`src/rtl/kgp_ctrl_pkg.sv`:
```
// kgp_ctrl_pkg: shared states, opcode classes and control-field encodings for the KGP-RISC multi-cycle controller
package kgp_ctrl_pkg;
  typedef enum logic [2:0] {FETCH, DECODE, EXEC, MEM, WB, TRAP} state_t;
  localparam logic [2:0] OP_RTYPE = 3'd0;
  localparam logic [2:0] OP_ITYPE = 3'd1;
  localparam logic [2:0] OP_LW = 3'd2;
  localparam logic [2:0] OP_SW = 3'd3;
  localparam logic [2:0] OP_B = 3'd4;
  localparam logic [2:0] OP_BC = 3'd5;
  localparam logic [2:0] OP_BR = 3'd6;
  localparam logic [1:0] PC_SEQ = 2'b00;
  localparam logic [1:0] PC_BRANCH = 2'b01;
  localparam logic [1:0] PC_REG = 2'b10;
  localparam logic [1:0] RD_RS = 2'b00;
  localparam logic [1:0] RD_RT = 2'b01;
  localparam logic [1:0] RD_R31 = 2'b10;
  localparam logic [1:0] M2R_ALU = 2'b00;
  localparam logic [1:0] M2R_MEM = 2'b01;
  localparam logic [1:0] M2R_PC4 = 2'b10;
  localparam logic [1:0] ALU_ADD = 2'b00;
  localparam logic [1:0] ALU_FUNCT = 2'b01;
  localparam logic [1:0] ALU_CMP = 2'b10;
  localparam logic [1:0] TC_NONE = 2'b00;
  localparam logic [1:0] TC_ILLEGAL = 2'b01;
  localparam logic [1:0] TC_BUS = 2'b10;
endpackage

```
`src/rtl/kgp_branch_resolve.sv`:
```
// kgp_branch_resolve: combinational branch-taken, link and illegal-instruction decode from opcode class, funct[1:0] and ALU flags
module kgp_branch_resolve
  import kgp_ctrl_pkg::*;
(
  input  logic [2:0] op_cls,
  input  logic       op_high,
  input  logic [1:0] fn,
  input  logic       flag_zero,
  input  logic       flag_neg,
  input  logic       flag_carry,
  output logic       taken,
  output logic       link,
  output logic       illegal
);
  logic b_taken, bc_taken;
  assign b_taken = !fn[1] || (fn[0] ^ flag_carry);
  assign bc_taken = fn == 2'd0 ? flag_neg : fn == 2'd1 ? flag_zero : fn == 2'd2 ? !flag_zero : 1'b0;
  assign taken = op_cls == OP_BR || (op_cls == OP_B && b_taken) || (op_cls == OP_BC && bc_taken);
  assign link = op_cls == OP_B && fn == 2'd1;
  assign illegal = op_high || op_cls == 3'd7 || (op_cls == OP_BC && fn == 2'd3);
endmodule

```
`src/rtl/kgp_multicycle_ctrl.sv`:
```
// kgp_multicycle_ctrl: multi-cycle KGP-RISC control FSM with memory handshake timeout, trap state and retired-instruction counter
module kgp_multicycle_ctrl
  import kgp_ctrl_pkg::*;
#(
  parameter int OPCODE_W = 6,
  parameter int FUNCT_W = 5,
  parameter int MEM_TIMEOUT = 15,
  parameter int CNT_W = 32
) (
  input  logic                clk,
  input  logic                rst,
  input  logic [OPCODE_W-1:0] opcode,
  input  logic [FUNCT_W-1:0]  funct,
  input  logic                flag_zero,
  input  logic                flag_neg,
  input  logic                flag_carry,
  input  logic                stall,
  input  logic                mem_ready,
  output logic                ir_write,
  output logic                pc_write,
  output logic [1:0]          pc_src,
  output logic                alu_src,
  output logic [1:0]          alu_op,
  output logic                memRead,
  output logic                memWrite,
  output logic                regWrite,
  output logic [1:0]          regDst,
  output logic [1:0]          mem2Reg,
  output logic                branch,
  output logic                trap,
  output logic [1:0]          trap_cause,
  output logic [CNT_W-1:0]    instret
);
  localparam int CW = $clog2(MEM_TIMEOUT + 1);
  state_t state, state_n;
  logic [OPCODE_W-1:0] opcode_q, sel_op;
  logic [1:0] fn_q, sel_fn, cause_q;
  logic [CW-1:0] wait_cnt;
  logic taken, link, illegal, retire, unused_funct;
  logic is_rtype, is_itype, is_lw, is_sw;
  assign sel_op = state == DECODE ? opcode : opcode_q;
  assign sel_fn = state == DECODE ? funct[1:0] : fn_q;
  assign unused_funct = ^funct;
  assign is_rtype = opcode_q[2:0] == OP_RTYPE;
  assign is_itype = opcode_q[2:0] == OP_ITYPE;
  assign is_lw = opcode_q[2:0] == OP_LW;
  assign is_sw = opcode_q[2:0] == OP_SW;
  assign trap_cause = cause_q;
  kgp_branch_resolve u_resolve (
    .op_cls    (sel_op[2:0]),
    .op_high   (|sel_op[OPCODE_W-1:3]),
    .fn        (sel_fn),
    .flag_zero (flag_zero),
    .flag_neg  (flag_neg),
    .flag_carry(flag_carry),
    .taken     (taken),
    .link      (link),
    .illegal   (illegal)
  );
  always_comb begin
    state_n = state;
    ir_write = 1'b0;
    pc_write = 1'b0;
    pc_src = PC_SEQ;
    alu_src = 1'b0;
    alu_op = ALU_ADD;
    memRead = 1'b0;
    memWrite = 1'b0;
    regWrite = 1'b0;
    regDst = RD_RS;
    mem2Reg = M2R_ALU;
    branch = 1'b0;
    trap = 1'b0;
    retire = 1'b0;
    if (!rst) begin
      case (state)
        FETCH: if (!stall) begin
          ir_write = 1'b1;
          pc_write = 1'b1;
          state_n = DECODE;
        end
        DECODE: state_n = illegal ? TRAP : EXEC;
        EXEC: if (is_lw || is_sw) begin
          alu_src = 1'b1;
          state_n = MEM;
        end else if (is_rtype || is_itype) begin
          alu_src = is_itype;
          alu_op = ALU_FUNCT;
          state_n = WB;
        end else begin
          branch = 1'b1;
          alu_op = ALU_CMP;
          pc_write = taken;
          pc_src = opcode_q[2:0] == OP_BR ? PC_REG : PC_BRANCH;
          state_n = link ? WB : FETCH;
          retire = !link;
        end
        MEM: begin
          memRead = is_lw;
          memWrite = is_sw;
          state_n = mem_ready ? (is_lw ? WB : FETCH) : wait_cnt == CW'(MEM_TIMEOUT) ? TRAP : MEM;
          retire = mem_ready && is_sw;
        end
        WB: begin
          regWrite = 1'b1;
          regDst = is_rtype ? RD_RS : link ? RD_R31 : RD_RT;
          mem2Reg = is_lw ? M2R_MEM : link ? M2R_PC4 : M2R_ALU;
          retire = 1'b1;
          state_n = FETCH;
        end
        TRAP: trap = 1'b1;
        default: state_n = FETCH;
      endcase
    end
  end
  always_ff @(posedge clk) begin
    if (rst) begin
      state <= FETCH;
      opcode_q <= '0;
      fn_q <= '0;
      cause_q <= TC_NONE;
      instret <= '0;
      wait_cnt <= '0;
    end else begin
      state <= state_n;
      if (state == DECODE) begin
        opcode_q <= opcode;
        fn_q <= funct[1:0];
      end
      if (state != TRAP && state_n == TRAP) cause_q <= state == MEM ? TC_BUS : TC_ILLEGAL;
      if (retire) instret <= instret + CNT_W'(1);
      wait_cnt <= state == MEM && state_n == MEM ? wait_cnt + 1'b1 : '0;
    end
  end
endmodule

```
`config.mk`:
```
export PLATFORM = sky130hd
export DESIGN_NAME = kgp_multicycle_ctrl
export DESIGN_NICKNAME = d
export VERILOG_FILES = /design/src/rtl/kgp_ctrl_pkg.sv /design/src/rtl/kgp_branch_resolve.sv /design/src/rtl/kgp_multicycle_ctrl.sv
export SDC_FILE = /design/constraint.sdc
export NUM_CORES = 1
export LEC_CHECK = 0
export CORE_MARGIN = 4
export CORE_UTILIZATION = 30
export CTS_CLUSTER_DIAMETER = 30
export DETAILED_ROUTE_END_ITERATION = 10
export GPL_TIMING_DRIVEN = 0
export SLEW_MARGIN = 20
export SYNTH_ARGS = -nofsm -noshare
export SYNTH_HDL_FRONTEND = slang
export SYNTH_SLANG_ARGS = --single-unit
```
`constraint.sdc`:
```
create_clock -name clk -period 5.15 [get_ports clk]
set_input_delay 1.03 -clock clk [delete_from_list [all_inputs] [get_ports clk]]
set_output_delay 1.03 -clock clk [all_outputs]
set_load 0.005 [all_outputs]
```
==> summary.md, run 1 <==
| Metric | Value |
|---|---|
| Hpwl dp | `5640 um` |
| Critical path capture point type | `output port` |
| Worst Path Required | `4.12 ns` |
| Fin Hold WS | `0.453 ns` |
| Slew margin rel. | `61.0%` |
| Core ar. | `8680 um2` |
| Leakage Power | `1.17 nW` |
| Initial DRC Count | `90` |
| Number of buffers created by CTS | `5` |
| TritonCTS clock tree | `yes` |
| Clk Latency, worst-skew pair | `0.31 ns` |
| Post-synth EDFFs | `0` |
| Hold crit path type | `flip-flop to flip-flop` |
| CTS Hold Bufs | `0` |
| Largest net degree at the start of global routing | `16` |
| Antenna viol nets, final | `0` |
| Clock root buffer | `clkbuf_8` |
| Die Y | `102 um` |
| Final RePlAce weighted congestion | `0.845` |
| Least-Margin Pin Slew | `0.585 ns` |
| Port Buf Inserts | `63` |
| Warnings, synthesis | `0` |
| RSZ-0062 raised after global routing | `false` |
| Vias in the first global route | `2505` |
| Max Slew Vio Count | `0` |
| P&R area growth vs syn | `32.7%` |
| Outcome | `finished clean` |
| Max VDD drop | `145 uV` |
| Number of synthesized register bits | `49` |
| Cell Area, Synth | `2660 um2` |
| Clk slew on worst S/H paths | `0.08 ns` |
| # Post-CTS Setup Buffers | `0` |
| Distinct cell type count after synthesis | `52` |
| Final hold violation count | `0` |
| Cell area power density | `298 nW/um2` |
| Avg Inst Size Synth | `7.94 um2` |
| Total wire length | `7360 um` |
| CTS Sinks | `49` |
| DR WL met2 | `3480 um` |
| Area occupied by multi-input gates | `1560 um2` |
| Antenna fix cells | `0` |
| Global-route wire length before repair | `12100 um` |
| GRT Total Usage | `14.2%` |
| H-tree depth | `2` |
| Resize count post-CTS | `0` |
| Antenna violations before repair | `0` |
| Tmin final | `3.97 ns` |
| Vias per cell | `5.25` |
| Clk_skew | `0.0165 ns` |
| Register area share after synthesis | `36.9%` |
| Vias | `2698` |
| Mean routed wirelength per cell | `14.3 um` |
| Clk buf depth | `2` |
| WS Path Type | `input port to output port` |
| Synth Instances | `335` |
| Path depth of the worst reg2reg path | `7` |
| Layout cells sized above 1 | `6.40%` |
| Critical Path Start Type | `input port` |
| Fillers | `920` |
| Chip width | `102 um` |
| Standard-cell rows | `34` |
| Crit Path Max Fanout | `4` |
| First-pass DRT Iterations | `4` |
| Max layer used | `met4` |
| Syn Nets | `355` |
| Share of the synthesized area in the top cell type | `36.9%` |
| Detailed-route DRC error count | `0` |
| Hold Path Stages | `2` |
| Fin util | `40.7%` |
| DIE AREA | `10400 um2` |
| Setup TNS Final | `0 ns` |
| Max-Cap Viols | `0` |
| Asr flop ratio synth | `0%` |
| Largest cells by area after synthesis | `dfxtp_1 (37%), a21oi_1 (7.3%), nand2_1 (4.8%), nor2_1 (3.9%), or3_1 (3.3%)` |
| Final setup viols | `0` |
| Total gr overflow | `0` |
| Fin crit share | `77.0%` |
| Nets@finish | `425` |
| Initial Util | `30.7%` |
| Ports | `68` |
| Metal-1 WL | `3520 um` |
| Met3 Routed Length | `266 um` |
| Area leader, netlist | `dfxtp_1` |
| Sequential cell area | `981 um2` |
| CP arrival | `2.94 ns` |
| Fmax | `252 MHz` |
| Synth Flop Type | `dfxtp_1` |
==> Yosys cell counts, types with 2 or more instances <==
cell       number
or2_2           2
o22ai_1         2
xor2_1         10
nand4_1         6
ha_1            2
nor2_1         28
and2_1          2
or4b_1          2
o2111ai_1       4
or3_1          14
nor4_1          2
o21ai_1         2
o211ai_1        3
nand3_1        11
nor3b_1         2
mux2i_1         2
nand4bb_1       2
nand2_1        34
nand4_2         2
clkbuf_1       13
and4_1          2
o31ai_1        10
a211oi_1        3
a21o_1          2
dfxtp_1        49
or4_1          10
o21ai_0        17
nand3b_1        2
and3_1          6
buf_2           7
a21oi_1        39
inv_1           8
nor3_1          7
nand4b_1        2
nor4b_1         3
nand2b_1        6
xnor2_1         2
==> state kept, by name, indices dropped and copies added (netlist names) <==
name / flops
instret: 32
state: 3
wait_cnt: 4
trap_cause: 2
fn_q: 2
opcode_q: 6
==> report_power, final <==
part / internal [mW] / switching, mW / total [mW]
Sequential: 0.410 / 0.0347 / 0.445
Clock: 0.124 / 0.132 / 0.256
Combinational: 0.147 / 0.204 / 0.351
Total: 0.682 / 0.370 / 1.05
==> metrics by stage <==
| stage | total power, mW | setup slack, ns | cells | area, um2 |
|---|---|---|---|---|
| 2_1_floorplan | 0.688 | 2.31 | 335 | 2660 |
| 3_3_place_gp | 0.797 | 1.20 | 506 | 3430 |
| 3_5_place_dp | 0.802 | 1.22 | 506 | 3430 |
| 5_1_grt | 1.12 | 1.02 | 514 | 3530 |
| 4_1_cts | 1.06 | 1.21 | 514 | 3530 |
| 6_report | 1.05 | 1.18 | 514 | 3530 |
==> layer usage <==
metal,up-vias,GRT usage [%]
met1,1269,19.4
met3,10,2.73
met2,46,23.2
li1,1373,-
met4,0,3.63
met5,-,0
==> layout make-up <==
cell class	instances	share of cell area, %
clock inverter	1	0.248
buffer	21	2.59
inverter	8	0.850
multi-input combinational	257	44.1
clock buffer	7	2.73
timing repair buffer	63	17.9
sequential	49	27.8
tap	108	3.83
==> kinds of logic (layout without fill, tap and decap cells) <==
family / after synthesis / count (layout) / synth area share (%)
adders and majority gates: 2 / 2 / 0.940
buffers and inverters: 29 / 100 / 4.56
xor gates and xnor gates: 12 / 12 / 3.95
DFF: 49 / 49 / 36.9
AOI/OAI and AO/OA: 91 / 91 / 21.1
and+or+nand+nor: 150 / 150 / 31.8
muxes: 2 / 2 / 0.752
==> layout by cell type, fill, tap and decap left out, types with 3 or more instances in the layout <==
master            n
clkdlybuf4s50_1  63
dfxtp_1          49
a21oi_1          39
nand2_1          34
nor2_1           28
o21ai_0          17
or3_1            14
clkbuf_1         13
nand3_1          11
or4_1            10
o31ai_1          10
xor2_1           10
inv_1             8
buf_2             7
nor3_1            7
clkbuf_8          7
nand2b_1          6
and3_1            6
nand4_1           6
o2111ai_1         4
nor4b_1           3
a211oi_1          3
o211ai_1          3
==> worst paths after layout <==
path / to / from / slack (ns)
worst min register to register: opcode_q[3] / opcode_q[3] / 0.45
worst max register to register: instret[12] / state[0] / 3.09
worst max-delay path: pc_write / opcode[0] / 1.18
worst min-delay path: opcode_q[3] / opcode_q[3] / 0.45
==> critical path: stages <==
cell	delay, ns
clkdlybuf4s50_1	0.54
nand2_1	0.09
nor3_1	0.15
o22ai_1	0.10
o31ai_1	0.36
a21o_1	0.17
clkdlybuf4s50_1	0.49
(Power assumes the default switching activity.)
==> run 2: changes to the inputs <==
clock period = 3.43 ns   (was 5.15 ns; I/O delays follow)
==> run 2 against run 1 <==
Clock power is 49% higher. Clock skew hardly changed. Sequential cell count stayed put. Sequential share of layout area is 0.063 points lower. Die area stayed put. Core utilization is 0.14 points higher. Worst setup slack worse by 0.95 ns.
==> summary.md, run 2 (synthesis results as in run 1) <==
| Metric | Value |
|---|---|
| Outcome | `finished clean` |
| Clk slew on worst S/H paths | `0.08 ns` |
| Worst Path Required | `2.74 ns` |
| Commonest cells after routing, fill and taps aside | `clkdlybuf4s50_1 (63), dfxtp_1 (48), a21oi_1 (39)` |
| Most common cell after layout, fill and taps aside | `clkdlybuf4s50_1` |
| Max VDD drop | `217 uV` |
| WS Path Type | `flip-flop to output port` |
| Path depth of the worst reg2reg path | `8` |
| Leakage Power | `1.17 nW` |
| Clock root buffer | `clkbuf_8` |
| Initial Util | `30.7%` |
| Reg-to-reg slack, setup | `1.37 ns` |
| Post-layout instance area | `3540 um2` |
| RSZ-0062 raised after global routing | `false` |
| Layout cells sized above 1 | `6.90%` |
| RR Startpoint | `opcode_q[0]` |
| CP arrival | `2.51 ns` |
| Critical Path Start Type | `flip-flop` |
| Hpwl dp | `5640 um` |
| Antenna violations before repair | `0` |
| Final RePlAce weighted congestion | `0.845` |
| Core ar. | `8680 um2` |
| Crit Path Max Fanout | `10` |
| Top reg by flops | `instret` |
| Worst Hold End | `opcode_q[3]` |
| Vias per cell | `5.28` |
| CTS Hold Bufs | `0` |
| Clk buf depth | `2` |
| Global-route wire length before repair | `12100 um` |
| Placed cell area | `3430 um2` |
| DIE AREA | `10400 um2` |
| Resize count post-CTS | `0` |
| Fmax | `312 MHz` |
| TritonCTS clock tree | `yes` |
| Hold path start | `opcode_q[3]` |
| Port Buf Inserts | `63` |
| Ports | `68` |
| Nets@finish | `425` |
| Number of buffers created by CTS | `5` |
| Total gr overflow | `0` |
| Mean routed wirelength per cell | `14.4 um` |
| Non-filler cells, final | `514` |
| Max Slew Vio Count | `0` |
| P&R area growth vs syn | `33.2%` |
| First-pass DRT Iterations | `4` |
| Setup TNS Final | `0 ns` |
| Fin util | `40.8%` |
| Cell area power density | `449 nW/um2` |
| Critical path capture point type | `output port` |
| Clk_skew | `0.0166 ns` |
| Tmin final | `3.20 ns` |
| Slew margin rel. | `60.9%` |
| Fin crit share | `93.3%` |
| Largest net degree at the start of global routing | `16` |
| Final setup viols | `0` |
| Total wire length | `7380 um` |
| Critical R2R Capture | `instret[12]` |
| Initial DRC Count | `69` |
| CTS Sinks | `49` |
| Clk Latency, worst-skew pair | `0.31 ns` |
| Chip width | `102 um` |
| Hold Path Stages | `2` |
| Die Y | `102 um` |
| GRT Total Usage | `14.2%` |
| H-tree depth | `2` |
| Antenna viol nets, final | `0` |
| Dpl cells | `506` |
| Hold crit path type | `flip-flop to flip-flop` |
| Max-Cap Viols | `0` |
| Fillers | `921` |
| Vias | `2714` |
| Standard-cell rows | `34` |
| Antenna fix cells | `0` |
| Final hold violation count | `0` |
| Vias in the first global route | `2505` |
| Least-Margin Pin Slew | `0.586 ns` |
| Max reg flops | `32` |
| # Post-CTS Setup Buffers | `0` |
| Biggest regs | `instret: 32 flops, opcode_q: 6 flops, wait_cnt: 4 flops` |
| Detailed-route DRC error count | `0` |
-- run 2: area by class of cell --
class | instances | area, um2 | share of cell area, %
clock inverter | 1 | 8.76 | 0.247
timing repair buffer | 63 | 631 | 17.8
clock buffer | 7 | 96.3 | 2.72
buffer | 21 | 91.3 | 2.58
sequential | 49 | 982 | 27.7
multi-input combinational | 257 | 1570 | 44.3
tap | 108 | 135 | 3.81
inverter | 8 | 30.0 | 0.847
-- run 2: worst max path at each step --
stage / from / endpoint / slack, ns / depth (start not counted)
after global placement: opcode[0] / pc_write / 0.17 / 7
after CTS: state[2] / pc_write / 0.13 / 7
after detailed placement: opcode[0] / pc_write / 0.19 / 7
final: state[2] / pc_write / 0.23 / 8
after floorplan: state[0] / pc_write / 1.24 / 5
after global routing: opcode[0] / pc_write / 0.07 / 7
-- run 2: worst max-delay path: stages, from the launching register on --
cell	delay [ns]
dfxtp_1	0.35
clkbuf_1	0.24
nor3b_4	0.36
buf_2	0.28
nand2_1	0.10
a21oi_1	0.18
o31ai_2	0.09
a21o_1	0.18
clkdlybuf4s50_1	0.44
-- run 2: metrics by stage --
| stage | power (mW) | hold WS, ns | setup slack (ns) |
|---|---|---|---|
| 3_5_place_dp | 1.20 | 0.444 | 0.191 |
| 6_report | 1.59 | 0.452 | 0.229 |
| 2_1_floorplan | 1.03 | 0.418 | 1.24 |
| 3_3_place_gp | 1.20 | 0.429 | 0.166 |
| 4_1_cts | 1.59 | 0.456 | 0.128 |
| 5_1_grt | 1.69 | 0.471 | 0.0683 |
-- run 2: where the power goes --
| group | internal [mW] | total (mW) | switching, mW |
|---|---|---|---|
| registers | 0.618 | 0.671 | 0.0534 |
| logic | 0.228 | 0.537 | 0.309 |
| clock network | 0.186 | 0.382 | 0.196 |
-- run 2: layer usage --
metal  vias up  wire (um)  global-route usage (%)
li1       1374          -                       -
met1      1281       3540                    19.4
met2        50       3490                    23.2
met3         9        269                    2.73
met4         0         89                    3.63
met5         -          0                       0
==> run 3: changes to the inputs <==
CORE_UTILIZATION = 44   (was 30)
PLACE_DENSITY = 0.76   (was not set)
==> run 3 against run 2 <==
Sequential power is 0.6% lower. Register-to-register slack worse by 0.06 ns. Final area is 0.53% lower. Count of clock-buffer cells in the layout is 2 lower. Global-route usage is 5.2 points higher. Core utilization is 19 points higher. First-iteration DRC count grew to 3.9 times the previous value. Power is 6.0% higher. Clock power is 26% higher. Clock skew is 0.012 ns lower. Sequential cell count stayed put. Worst setup slack worse by 0.033 ns. Largest cell class unchanged.
==> summary.md, run 3 (synthesis results as in run 1) <==
| Metric | Value |
|---|---|
| Max VDD drop | `313 uV` |
| WS Path Type | `flip-flop to output port` |
| Commonest cells after routing, fill and taps aside | `clkdlybuf4s50_1 (63), dfxtp_1 (49), a21oi_1 (39)` |
| Worst path bufs/invs | `1` |
| Worst Path Required | `2.74 ns` |
| Detailed-route DRC error count | `0` |
| Ports | `68` |
| Fin util | `59.9%` |
| RSZ-0062 raised after global routing | `false` |
| Most common cell after layout, fill and taps aside | `clkdlybuf4s50_1` |
| First-pass DRT Iterations | `4` |
| Standard-cell rows | `28` |
| Area occupied by multi-input gates | `1570 um2` |
| Clock root buffer | `clkbuf_8` |
| Setup TNS Final | `0 ns` |
| Max Slew Vio Count | `0` |
| CP Cell Sequence | `or3b_1 -> nor3_1 -> o22ai_1 -> o31ai_1 -> a21o_1 -> clkdlybuf4s50_1` |
| Clk slew on worst S/H paths | `0.08 ns` |
| Number of buffers created by CTS | `5` |
| Fillers | `543` |
| Total wire length | `7050 um` |
| Hold crit path type | `flip-flop to flip-flop` |
| Vias per cell | `5.72` |
| GRT Total Usage | `19.4%` |
| Fmax | `309 MHz` |
| Chip width | `85.8 um` |
| Clk buf depth | `2` |
| Least-Margin Pin Slew | `0.542 ns` |
| Mean routed wirelength per cell | `14.6 um` |
| Crit Path Max Fanout | `8` |
| Core ar. | `5890 um2` |
| Worst path slowest cell | `clkdlybuf4s50_1` |
| Leakage Power | `1.18 nW` |
| Sequential cell area | `981 um2` |
| Layout cells sized above 1 | `6.40%` |
| Delay-heaviest family, CP | `simple AND/OR/NAND/NOR gates` |
| Power share of the sequential group | `39.6%` |
| Largest net degree at the start of global routing | `16` |
| Top reg by flops | `instret` |
| Die Y | `85.8 um` |
| Final hold violation count | `0` |
| Outcome | `finished clean` |
| Antenna viol nets, final | `0` |
| Antenna fix cells | `0` |
| CP arrival | `2.55 ns` |
| Internal power | `1.13 mW` |
| Vias in the first global route | `2515` |
| Tmin final | `3.23 ns` |
| CTS Sinks | `49` |
| Global-route wire length before repair | `11800 um` |
| Total gr overflow | `0` |
| Clk Latency, worst-skew pair | `0.30 ns` |
| Psw | `0.554 mW` |
| Comb power frac | `32.0%` |
| Cell area power density | `478 nW/um2` |
| DIE AREA | `7360 um2` |
| TritonCTS clock tree | `yes` |
| Max reg flops | `32` |
| Slew margin rel. | `63.9%` |
| Clk pwr share | `28.5%` |
| Critical Path Start Type | `flip-flop` |
| Clk_skew | `0.00473 ns` |
| Critical path capture point type | `output port` |
| Nets@finish | `425` |
| Initial DRC Count | `266` |
| Critical Path Max Stage Delay | `0.49 ns` |
| Post-layout instance area | `3530 um2` |
| Final setup viols | `0` |
| Biggest regs | `instret: 32 flops, opcode_q: 6 flops, wait_cnt: 4 flops` |
| P&R area growth vs syn | `32.5%` |
| Port Buf Inserts | `63` |
| Hpwl dp | `5210 um` |
| Max-Cap Viols | `0` |
| Fin crit share | `94.3%` |
| Antenna violations before repair | `0` |
| Overall power | `1.69 mW` |
| Placed cell area | `3390 um2` |
| Sw Share | `32.9%` |
| Initial Util | `45.2%` |
| H-tree depth | `2` |
| Vias | `2752` |
| Final RePlAce weighted congestion | `0.907` |
run 3: cell types whose count changed in the layout (fill, tap and decap cells not counted):
cell / before / now
dfxtp_2: 1 / 0
clkbuf_8: 7 / 5
bufinv_16: 0 / 2
o31ai_2: 1 / 0
o31ai_1: 9 / 10
inv_6: 1 / 0
clkinv_2: 0 / 1
dfxtp_1: 48 / 49
run 3: final timing paths:
kind          startpoint           to  slack, ns  depth (start not counted)
max             state[0]     pc_write       0.20                          6
min          wait_cnt[0]  wait_cnt[0]       0.45                          1
max reg2reg  opcode_q[0]  instret[10]       1.31                          8
min reg2reg  wait_cnt[0]  wait_cnt[0]       0.45                          1
run 3: through the flow:
| step | setup slack, ns | std cells | hold slack [ns] |
|---|---|---|---|
| 6_report | 0.197 | 481 | 0.451 |
| 5_1_grt | 0.0106 | 481 | 0.484 |
| 4_1_cts | 0.140 | 481 | 0.456 |
| 3_5_place_dp | 0.208 | 473 | 0.437 |
| 3_3_place_gp | 0.185 | 473 | 0.428 |
| 2_1_floorplan | 1.24 | 335 | 0.418 |
run 3: repair_timing:
item	CTS	global route
setup endpoints to repair	0	1
hold buffers	0	0
hold endpoints to repair	0	0
buffers inserted	0	0
gates resized for setup	0	1
run 3: per-layer routing:
metal  vias up  track usage, %  wire length (um)
met3         9            2.69               403
li1       1373               -                 -
met2        75            32.1              3370
met4         0            5.47                98
met1      1295            26.4              3180
met5         -               0                 0
run 3: area by class of cell:
class                           instances  share of cell area (%)
Inverter                                8                   0.852
Sequential cell                        49                    27.8
Clock buffer                            5                    1.95
Tap cell                               75                    2.66
Timing Repair Buffer                   63                    17.9
Buffer                                 21                    2.59
Clock inverter                          3                    1.85
Multi-Input combinational cell        257                    44.4
run 3: power groups by stage:
| stage | Combinational [mW] | Clock [mW] | Sequential, mW |
|---|---|---|---|
| 6_report | 0.539 | 0.480 | 0.667 |
| 3_5_place_dp | 0.520 | 0 | 0.678 |
| 3_3_place_gp | 0.515 | 0 | 0.676 |
| 2_1_floorplan | 0.368 | 0 | 0.666 |
| 5_1_grt | 0.593 | 0.519 | 0.677 |
| 4_1_cts | 0.523 | 0.491 | 0.664 |
